<file path="config.mk">
export PLATFORM = sky130hd
export DESIGN_NAME = st_c2h_gen_flat
export DESIGN_NICKNAME = d
export VERILOG_FILES = /design/src/rtl/st_c2h_gen_if.sv /design/src/rtl/st_c2h_gen.sv /design/src/flat_wrapper.sv
export SDC_FILE = /design/constraint.sdc
export NUM_CORES = 1
export LEC_CHECK = 0
export ABC_CLOCK_PERIOD_IN_PS = 3900
export CAP_MARGIN = 10
export CORE_MARGIN = 2
export CORE_UTILIZATION = 46
export DETAILED_ROUTE_END_ITERATION = 10
export PLACE_DENSITY = 0.75
export SLEW_MARGIN = 20
export SYNTH_ARGS = -nofsm -noshare
export SYNTH_HDL_FRONTEND = slang
export SYNTH_SLANG_ARGS = --single-unit
</file>
<file path="constraint.sdc">
create_clock -name axi_aclk -period 3.9 [get_ports axi_aclk]
set_input_delay 0.39 -clock axi_aclk [delete_from_list [all_inputs] [get_ports axi_aclk]]
set_output_delay 0.39 -clock axi_aclk [all_outputs]
set_load 0.005 [all_outputs]
</file>
<file path="src/rtl/st_c2h_gen_if.sv">
// st_c2h_gen_if: AXI4-Stream C2H bus with queue/length/mty sideband.
// The master drives beats and sideband; the slave returns tready.
`timescale 1ns/1ps
interface st_c2h_gen_if #(
  parameter int BIT_WIDTH = 64,
  parameter int QID_WIDTH = 11
);
  logic                 c2h_tvalid;
  logic                 c2h_tready;
  logic [BIT_WIDTH-1:0] c2h_tdata;
  logic                 c2h_tlast;
  logic [5:0]           c2h_mty;
  logic [QID_WIDTH-1:0] c2h_qid_out;
  logic [15:0]          c2h_len;

  modport master (
    output c2h_tvalid, c2h_tdata, c2h_tlast, c2h_mty, c2h_qid_out, c2h_len,
    input  c2h_tready
  );

  modport slave (
    input  c2h_tvalid, c2h_tdata, c2h_tlast, c2h_mty, c2h_qid_out, c2h_len,
    output c2h_tready
  );
endinterface

</file>
<file path="src/rtl/st_c2h_gen.sv">
// st_c2h_gen: stream C2H traffic generator. Emits packets of an incrementing
// 16-bit word pattern with qid/len/mty sideband; a rising edge of control_run
// starts a job of c2h_num_pkt packets of c2h_txr_size bytes each.
// Optional macro ST_C2H_PKT_GAP_EN inserts one idle cycle between packets.
`timescale 1ns/1ps
module st_c2h_gen #(
  parameter int BIT_WIDTH = 64,
  parameter int QID_WIDTH = 11
) (
  input  logic                 axi_aclk,
  input  logic                 axi_aresetn,
  input  logic                 control_run,
  input  logic [15:0]          c2h_txr_size,
  input  logic [31:0]          c2h_num_pkt,
  input  logic [QID_WIDTH-1:0] c2h_qid,
  st_c2h_gen_if.master         c2h,
  output logic                 c2h_busy,
  output logic                 c2h_done,
  output logic [31:0]          c2h_pkt_count
);

  localparam int BYTES  = BIT_WIDTH / 8;
  localparam int WORDS  = BIT_WIDTH / 16;
  localparam int BSHIFT = $clog2(BYTES);
  localparam int WSHIFT = $clog2(WORDS);

  typedef enum logic [1:0] {
    IDLE,
    SEND
`ifdef ST_C2H_PKT_GAP_EN
    , GAP
`endif
  } state_t;

  state_t               state, state_nxt;
  logic                 run_d1;
  logic [15:0]          size_r;
  logic [31:0]          num_r;
  logic [15:0]          beat;
  logic                 tvalid;
  logic [BIT_WIDTH-1:0] tdata;
  logic                 tlast;
  logic [5:0]           mty;
  logic [QID_WIDTH-1:0] qid_out;
  logic [15:0]          len;

  logic                 start, hs, job_end, present;
  logic                 valid_nxt, busy_nxt, done_nxt;
  logic [15:0]          beat_nxt, cur_size, last_idx;
  logic [16:0]          beats;
  logic [5:0]           mty_val;
  logic [31:0]          cnt_inc;

  // Pattern for one beat: word k carries (b*WORDS + k) mod 2^16.
  function automatic logic [BIT_WIDTH-1:0] pattern(input logic [15:0] b);
    logic [BIT_WIDTH-1:0] res;
    logic [15:0]          base;
    base = b << WSHIFT;
    res  = '0;
    for (int k = 0; k < WORDS; k++) res[16*k +: 16] = base + 16'(k);
    return res;
  endfunction

  assign c2h.c2h_tvalid  = tvalid;
  assign c2h.c2h_tdata   = tdata;
  assign c2h.c2h_tlast   = tlast;
  assign c2h.c2h_mty     = mty;
  assign c2h.c2h_qid_out = qid_out;
  assign c2h.c2h_len     = len;

  // In IDLE the geometry comes straight from the inputs so beat 0 can be
  // presented the cycle after the start edge; afterwards from the latched size.
  assign cur_size = (state == IDLE) ? c2h_txr_size : size_r;
  assign beats    = ({1'b0, cur_size} + 17'(BYTES - 1)) >> BSHIFT;
  assign last_idx = 16'(beats - 17'd1);
  assign mty_val  = 6'((beats << BSHIFT) - {1'b0, cur_size});

  assign hs      = tvalid & c2h.c2h_tready;
  assign cnt_inc = c2h_pkt_count + 32'd1;
  assign start   = control_run & ~run_d1 & (state == IDLE) &
                   (c2h_txr_size != 16'd0) & (c2h_num_pkt != 32'd0);
  assign job_end = (cnt_inc == num_r) | ~control_run;

  // Next state plus the next values of valid/busy/done and which beat to load.
  always_comb begin
    state_nxt = state;
    present   = 1'b0;
    beat_nxt  = 16'd0;
    valid_nxt = tvalid;
    busy_nxt  = c2h_busy;
    done_nxt  = 1'b0;
    case (state)
      IDLE: begin
        if (start) begin
          state_nxt = SEND;
          present   = 1'b1;
          valid_nxt = 1'b1;
          busy_nxt  = 1'b1;
        end
      end
      SEND: begin
        if (hs) begin
          if (tlast) begin
            if (job_end) begin
              state_nxt = IDLE;
              valid_nxt = 1'b0;
              busy_nxt  = 1'b0;
              done_nxt  = 1'b1;
            end else begin
`ifdef ST_C2H_PKT_GAP_EN
              state_nxt = GAP;
              valid_nxt = 1'b0;
`else
              present   = 1'b1;
`endif
            end
          end else begin
            present  = 1'b1;
            beat_nxt = beat + 16'd1;
          end
        end
      end
`ifdef ST_C2H_PKT_GAP_EN
      GAP: begin
        state_nxt = SEND;
        present   = 1'b1;
        valid_nxt = 1'b1;
      end
`endif
      default: state_nxt = IDLE;
    endcase
  end

  // FSM state register.
  always_ff @(posedge axi_aclk) begin
    if (!axi_aresetn) state <= IDLE;
    else              state <= state_nxt;
  end

  // Job control: run edge detect, busy/done, packet counter.
  always_ff @(posedge axi_aclk) begin
    if (!axi_aresetn) begin
      run_d1        <= 1'b0;
      c2h_busy      <= 1'b0;
      c2h_done      <= 1'b0;
      c2h_pkt_count <= 32'd0;
    end else begin
      run_d1   <= control_run;
      c2h_busy <= busy_nxt;
      c2h_done <= done_nxt;
      if (start)            c2h_pkt_count <= 32'd0;
      else if (hs && tlast) c2h_pkt_count <= cnt_inc;
    end
  end

  // Job parameters; only read after a start has loaded them.
  always_ff @(posedge axi_aclk) begin
    if (start) begin
      size_r <= c2h_txr_size;
      num_r  <= c2h_num_pkt;
    end
  end

  // Stream outputs: load a new beat when the FSM says so, otherwise hold.
  always_ff @(posedge axi_aclk) begin
    if (!axi_aresetn) begin
      beat    <= 16'd0;
      tvalid  <= 1'b0;
      tdata   <= '0;
      tlast   <= 1'b0;
      mty     <= 6'd0;
      qid_out <= '0;
      len     <= 16'd0;
    end else begin
      tvalid <= valid_nxt;
      if (present) begin
        beat  <= beat_nxt;
        tdata <= pattern(beat_nxt);
        tlast <= (beat_nxt == last_idx);
        mty   <= (beat_nxt == last_idx) ? mty_val : 6'd0;
      end else if (!valid_nxt) begin
        tlast <= 1'b0;
        mty   <= 6'd0;
      end
      if (start) begin
        qid_out <= c2h_qid;
        len     <= c2h_txr_size;
      end
    end
  end

endmodule
</file>
<file path="src/flat_wrapper.sv">
// flat-port wrapper written by rule: the top's interface ports become plain ports
module st_c2h_gen_flat 
#(
  parameter int BIT_WIDTH = 64,
  parameter int QID_WIDTH = 11
)
  (axi_aclk, axi_aresetn, control_run, c2h_txr_size, c2h_num_pkt, c2h_qid, c2h_busy, c2h_done, c2h_pkt_count, c2h_c2h_tvalid, c2h_c2h_tdata, c2h_c2h_tlast, c2h_c2h_mty, c2h_c2h_qid_out, c2h_c2h_len, c2h_c2h_tready);
  st_c2h_gen_if #(.BIT_WIDTH(BIT_WIDTH), .QID_WIDTH(QID_WIDTH)) c2h_i ();
  input  logic axi_aclk;
  input  logic axi_aresetn;
  input  logic control_run;
  input  logic [15:0] c2h_txr_size;
  input  logic [31:0] c2h_num_pkt;
  input  logic [QID_WIDTH-1:0] c2h_qid;
  output logic c2h_busy;
  output logic c2h_done;
  output logic [31:0] c2h_pkt_count;
  output wire logic [$bits(c2h_i.c2h_tvalid)-1:0] c2h_c2h_tvalid;
  output wire logic [$bits(c2h_i.c2h_tdata)-1:0] c2h_c2h_tdata;
  output wire logic [$bits(c2h_i.c2h_tlast)-1:0] c2h_c2h_tlast;
  output wire logic [$bits(c2h_i.c2h_mty)-1:0] c2h_c2h_mty;
  output wire logic [$bits(c2h_i.c2h_qid_out)-1:0] c2h_c2h_qid_out;
  output wire logic [$bits(c2h_i.c2h_len)-1:0] c2h_c2h_len;
  input wire logic [$bits(c2h_i.c2h_tready)-1:0] c2h_c2h_tready;
  assign c2h_c2h_tvalid = c2h_i.c2h_tvalid;
  assign c2h_c2h_tdata = c2h_i.c2h_tdata;
  assign c2h_c2h_tlast = c2h_i.c2h_tlast;
  assign c2h_c2h_mty = c2h_i.c2h_mty;
  assign c2h_c2h_qid_out = c2h_i.c2h_qid_out;
  assign c2h_c2h_len = c2h_i.c2h_len;
  assign c2h_i.c2h_tready = c2h_c2h_tready;
  st_c2h_gen #(.BIT_WIDTH(BIT_WIDTH), .QID_WIDTH(QID_WIDTH)) u_core (.axi_aclk(axi_aclk), .axi_aresetn(axi_aresetn), .control_run(control_run), .c2h_txr_size(c2h_txr_size), .c2h_num_pkt(c2h_num_pkt), .c2h_qid(c2h_qid), .c2h(c2h_i), .c2h_busy(c2h_busy), .c2h_done(c2h_done), .c2h_pkt_count(c2h_pkt_count));
endmodule
</file>
Word-level counts from Yosys, hierarchy flattened
Index checks and enable logic that the tools add are counted.
Cells by class
  bitwise gates (word level): 9
  multiplexer cells: 30
  equal/unequal tests: 8
  add/sub/neg operators: 8
  reduce and logical (&&, ||, !) cells: 9
Operators with widths (number)
  $mux 16: 4
  $add 16x1->16 const B: 2
  $add 16x2->16 const B: 2
  $add 32x1->32 const B: 1
  $eq 32x32->1: 1
  $reduce_bool 32->1: 1
  $mux 6: 3
  $add 16x3->17 const B: 1
  $eq 16x16->1: 1
  $reduce_bool 16->1: 1
  $mux 1: 15
  $sub 14x1->15 const B: 1
  $ne 2x1->1 const B: 5
  $mux 2: 4
  $reduce_and 4->1: 2
  $pmux 1 s2: 3
  $sub 6x6->6: 1
  $and 1x1->1: 5
  $reduce_and 5->1: 1
  $pmux 2 s2: 1
  $not 1->1: 3
  $eq 2x1->1 const B: 1
  $logic_not 2->1: 1
  $reduce_bool 2->1: 1
  other kinds (3): 3
Storage, ports and cells
  output and inout bits: 133
  input port bits: 63
  flip-flop bits (word level): 198

Depth between registers and ports, before layout
  word-level depth: 9
  mapped depth: 18

Worst setup path after synthesis
No wires, ideal clock.
  path type: register to register
  from: reg, netlist name u_core.c2h_busy
  to: reg u_core.mty[2], in the netlist u_core.c2h.c2h_mty[2]
  stages on the path, launching flop included: 17
  library setup time: 0.071 ns
  required time: 3.829 ns
  setup slack: -0.489 ns
  buffers on the path: 4
  arrival: 4.318 ns
  cells stage by stage: dfxtp_1 buf_6 buf_4 buf_6 clkbuf_1 mux2i_1 ha_1 nor2b_1 o22a_1 or4_1 a222oi_1 a21bo_2 o211a_1 or3_1 a211oi_2 o2111ai_2 o21ai_1
RTL lines
  end signal: assignment: line st_c2h_gen.sv:180  | mty <= (beat_nxt == last_idx) ? mty_val : 6'd0;
  end: declaration: line st_c2h_gen.sv:43  | logic [5:0] mty;

==> results_dict.tcl <==
set metrics [dict create \
    status "complete, no violations" \
    power_leakage_nw 3.75 \
    final_nets 1139 \
    drive_above_1_share_pct 10.9 \
    worstPathRequired_ps 4260 \
    ctsHoldBuffers 0 \
    slowest_stage "or4_1" \
    relSlewSlack_pct 50.0 \
    cts_sinks 135 \
    power.switching_w 0.000928 \
    grt_overflow 0 \
    wl_mm 21.2 \
    syn_inst 900 \
    yosys_warnings 0 \
    clock_latency_ps 430 \
    die_w_um 137 \
    most-common-layout-cells "clkdlybuf4s50_1, dfxtp_1, nor2_1, xnor2_1, buf_4" \
    max-clock-path-buffers 2 \
    synth-edff-count 48 \
    power_density_nw_per_um2 345 \
    cts_resized 0 \
    rsz0062_at_grt "no" \
    tightest_slew_ps 730 \
    path_buf_inv 1 \
    cts_made_buffers 17 \
    ys_ff_latch 135 \
    coreArea_um2 17400 \
    gp_congestion 0.909 \
    power_frac_comb_pct 14.8 \
    hold_path_class "register to register" \
    dr.pass1.iters 8 \
    maxCapViolCount 0 \
    synth_top_flop_cell "dfxtp_1" \
    die_h_um 137 \
    clkPwrFrac_pct 43.9 \
    final.setup.tns_ps 0 \
    synthDistinctLibCells 70 \
    yosys.area.top_type "dfxtp_1" \
    reg2reg_depth 13 \
    critical_path_class "register to register" \
    critical-path-max-stage-delay_ps 500 \
    drc 0 \
    cts-root-buf "clkbuf_16" \
    setup_viol 0 \
    power.share.switching_pct 24.7 \
    worst-path-stages 13 \
    postCtsSetupBuffers 0 \
    grt_pass1_vias 6809 \
    cts_tree "yes" \
    synthArstFlopShare_pct 0 \
    first_iter_violations 613 \
    ant_nets 0 \
    crit_fanout 7 \
    yosys.area.top_type_share_pct 21.3 \
    avgSynthCellArea_um2 9.09 \
    crit_family "compound AO/OA/AOI/OAI gates" \
    vdd_drop_max_v 0.000327 \
    pwr-share-seq_pct 41.3 \
    vias_per_cell 5.44 \
    setup.worst_path.start_class "register" \
    fin_crit_ps 3640 \
    ios 196 \
    path_cells "mux2i_1 -> ha_4 -> nor2b_4 -> o22a_4 -> or4_1 -> a222oi_1 -> a21bo_2 -> o211a_1 -> or3_1 -> a211oi_2 -> o2111ai_2 -> buf_4 -> o21ai_1" \
    area_growth_pct 32.9 \
    drv_slew 0 \
    h-tree-depth 4 \
    ys_seq_area_share_pct 38.9 \
    wl_per_cell_um 16.2 \
    vias 7120 \
    initial_core_util_pct 47.1 \
    place_hpwl_mm 15.8 \
    num_antenna_cells 0 \
    rows 48 \
    max_freq_mhz 275 \
    holdPathStages 2 \
    critPathCaptureType "register" \
    holdWs_ps 446 \
    cts.clk_slew.worst_paths_ps 60 \
    hold_violations 0 \
    track_usage_pct 22.7 \
    antenna_found_initial 0 \
    skew_ps 10.3 \
    die_area_um2 18900 \
    synthTopCellsByArea "dfxtp_1, edfxtp_1, xnor2_1" \
    internal-power_w 0.00282 \
    syn-cell-area_um2 8180 \
    io_buffers 191 \
    final_common_cell "clkdlybuf4s50_1" \
    fin_crit_sh_pct 93.2 \
    cp.arrival_ps 3990 \
    grt_max_degree 50 \
    grt_pass1_wl_mm 33.5 \
]
## cells in the mapped netlist, drive strengths merged, types with 4 or more instances
| cell type | number |
|---|---|
| nand2 | 62 |
| nand3 | 34 |
| or4 | 4 |
| buf | 69 |
| o211ai | 6 |
| and3 | 16 |
| nor3 | 22 |
| xor2 | 37 |
| mux2i | 45 |
| nand4 | 28 |
| o21a | 7 |
| o22a | 5 |
| nor4 | 23 |
| a31oi | 4 |
| and2 | 10 |
| or2 | 5 |
| a211oi | 5 |
| nor2b | 47 |
| o21ai | 19 |
| edfxtp | 48 |
| nor2 | 76 |
| xnor2 | 66 |
| ha | 6 |
| clkbuf | 38 |
| mux2 | 6 |
| inv | 10 |
| nand2b | 7 |
| or3 | 14 |
| dfxtp | 87 |
| a21oi | 31 |
## cells by family (layout without fill, tap and decap cells)
kind of cell / Yosys count / after routing / share of synthesized area, %
muxes: 51 / 51 / 6.33
xor gates and xnor gates: 104 / 104 / 11.3
other: 1 / 4 / 0.0458
and+or+nand+nor: 368 / 368 / 23.7
adders and majority gates: 6 / 6 / 0.918
AOI/OAI and AO/OA: 118 / 118 / 10.1
DFF: 135 / 135 / 38.9
buffers and inverters: 117 / 297 / 8.61
## power by group through the flow
stage	Sequential, W	Clock (W)	Combinational [W]
final	0.00155	0.00165	0.000556
after global placement	0.00158	0	0.000544
after detailed placement	0.00158	0	0.000551
after CTS	0.00155	0.00167	0.000555
after global routing	0.00156	0.00173	0.000605
after floorplan	0.00157	0	0.000333
## state kept, by name, summed over array words and instances, names as in the netlist
| name | flops |
|---|---|
| u_core.c2h_busy | 1 |
| u_core.beat | 16 |
| u_core.c2h.c2h_qid_out | 11 |
| u_core.run_d1 | 1 |
| u_core.c2h.c2h_len | 16 |
| u_core.num_r | 32 |
| u_core.c2h_pkt_count | 32 |
| u_core.c2h_done | 1 |
| u_core.c2h.c2h_tvalid | 1 |
| u_core.c2h.c2h_tlast | 1 |
| u_core.c2h.c2h_mty | 6 |
| u_core.size_r | 16 |
| u_core.c2h.c2h_tdata | 1 |
## through the flow
step	worst slack [ps]	util, %	cells	power, W	instance area, um^2
finish	265	62.6	1308	0.00375	10900
CTS	242	62.6	1308	0.00378	10900
detailed placement	-176	59.1	1276	0.00213	10300
global route	39.0	62.6	1308	0.00389	10900
global placement	-101	59.1	1276	0.00212	10300
floorplan	-48.9	-	903	0.00191	8270
## final timing paths
path	start	to	slack, ps
setup reg to reg	u_core.c2h_busy$_SDFFE_PN0P_	u_core.c2h.c2h_mty[2]$_SDFFE_PN0P_	260
hold / removal	u_core.c2h.c2h_mty[3]$_SDFFE_PN0P_	u_core.c2h.c2h_mty[3]$_SDFFE_PN0P_	450
setup / recovery	u_core.c2h_busy$_SDFFE_PN0P_	u_core.c2h.c2h_mty[2]$_SDFFE_PN0P_	260
hold reg to reg	u_core.c2h.c2h_mty[3]$_SDFFE_PN0P_	u_core.c2h.c2h_mty[3]$_SDFFE_PN0P_	450
## layer usage
layer	global-route usage [%]	wire (um)	up-vias
met3	5.11	1620	43
met4	8.82	553	0
met5	0	0	-
met2	40.5	10700	304
li1	-	-	3499
met1	26.5	8370	3274
## layout make-up
type	instances	area, um^2
clock buffer	19	433
clock inverter	13	171
fill	1451	6490
inverter	10	37.5
multi-input combinational	651	4360
sequential	135	3180
tap	225	282
timing repair buffer	255	2400
## worst reg2reg max path: stages, from the launching register on
cell and delay [ps]:
dfxtp_2 460, mux2i_1 170, ha_4 200, nor2b_4 130, o22a_4 220, or4_1 500, a222oi_1 340, a21bo_2 300
o211a_1 210, or3_1 380, a211oi_2 240, o2111ai_2 120, buf_4 180, o21ai_1 120
Power figures use the tool's default switching activity.
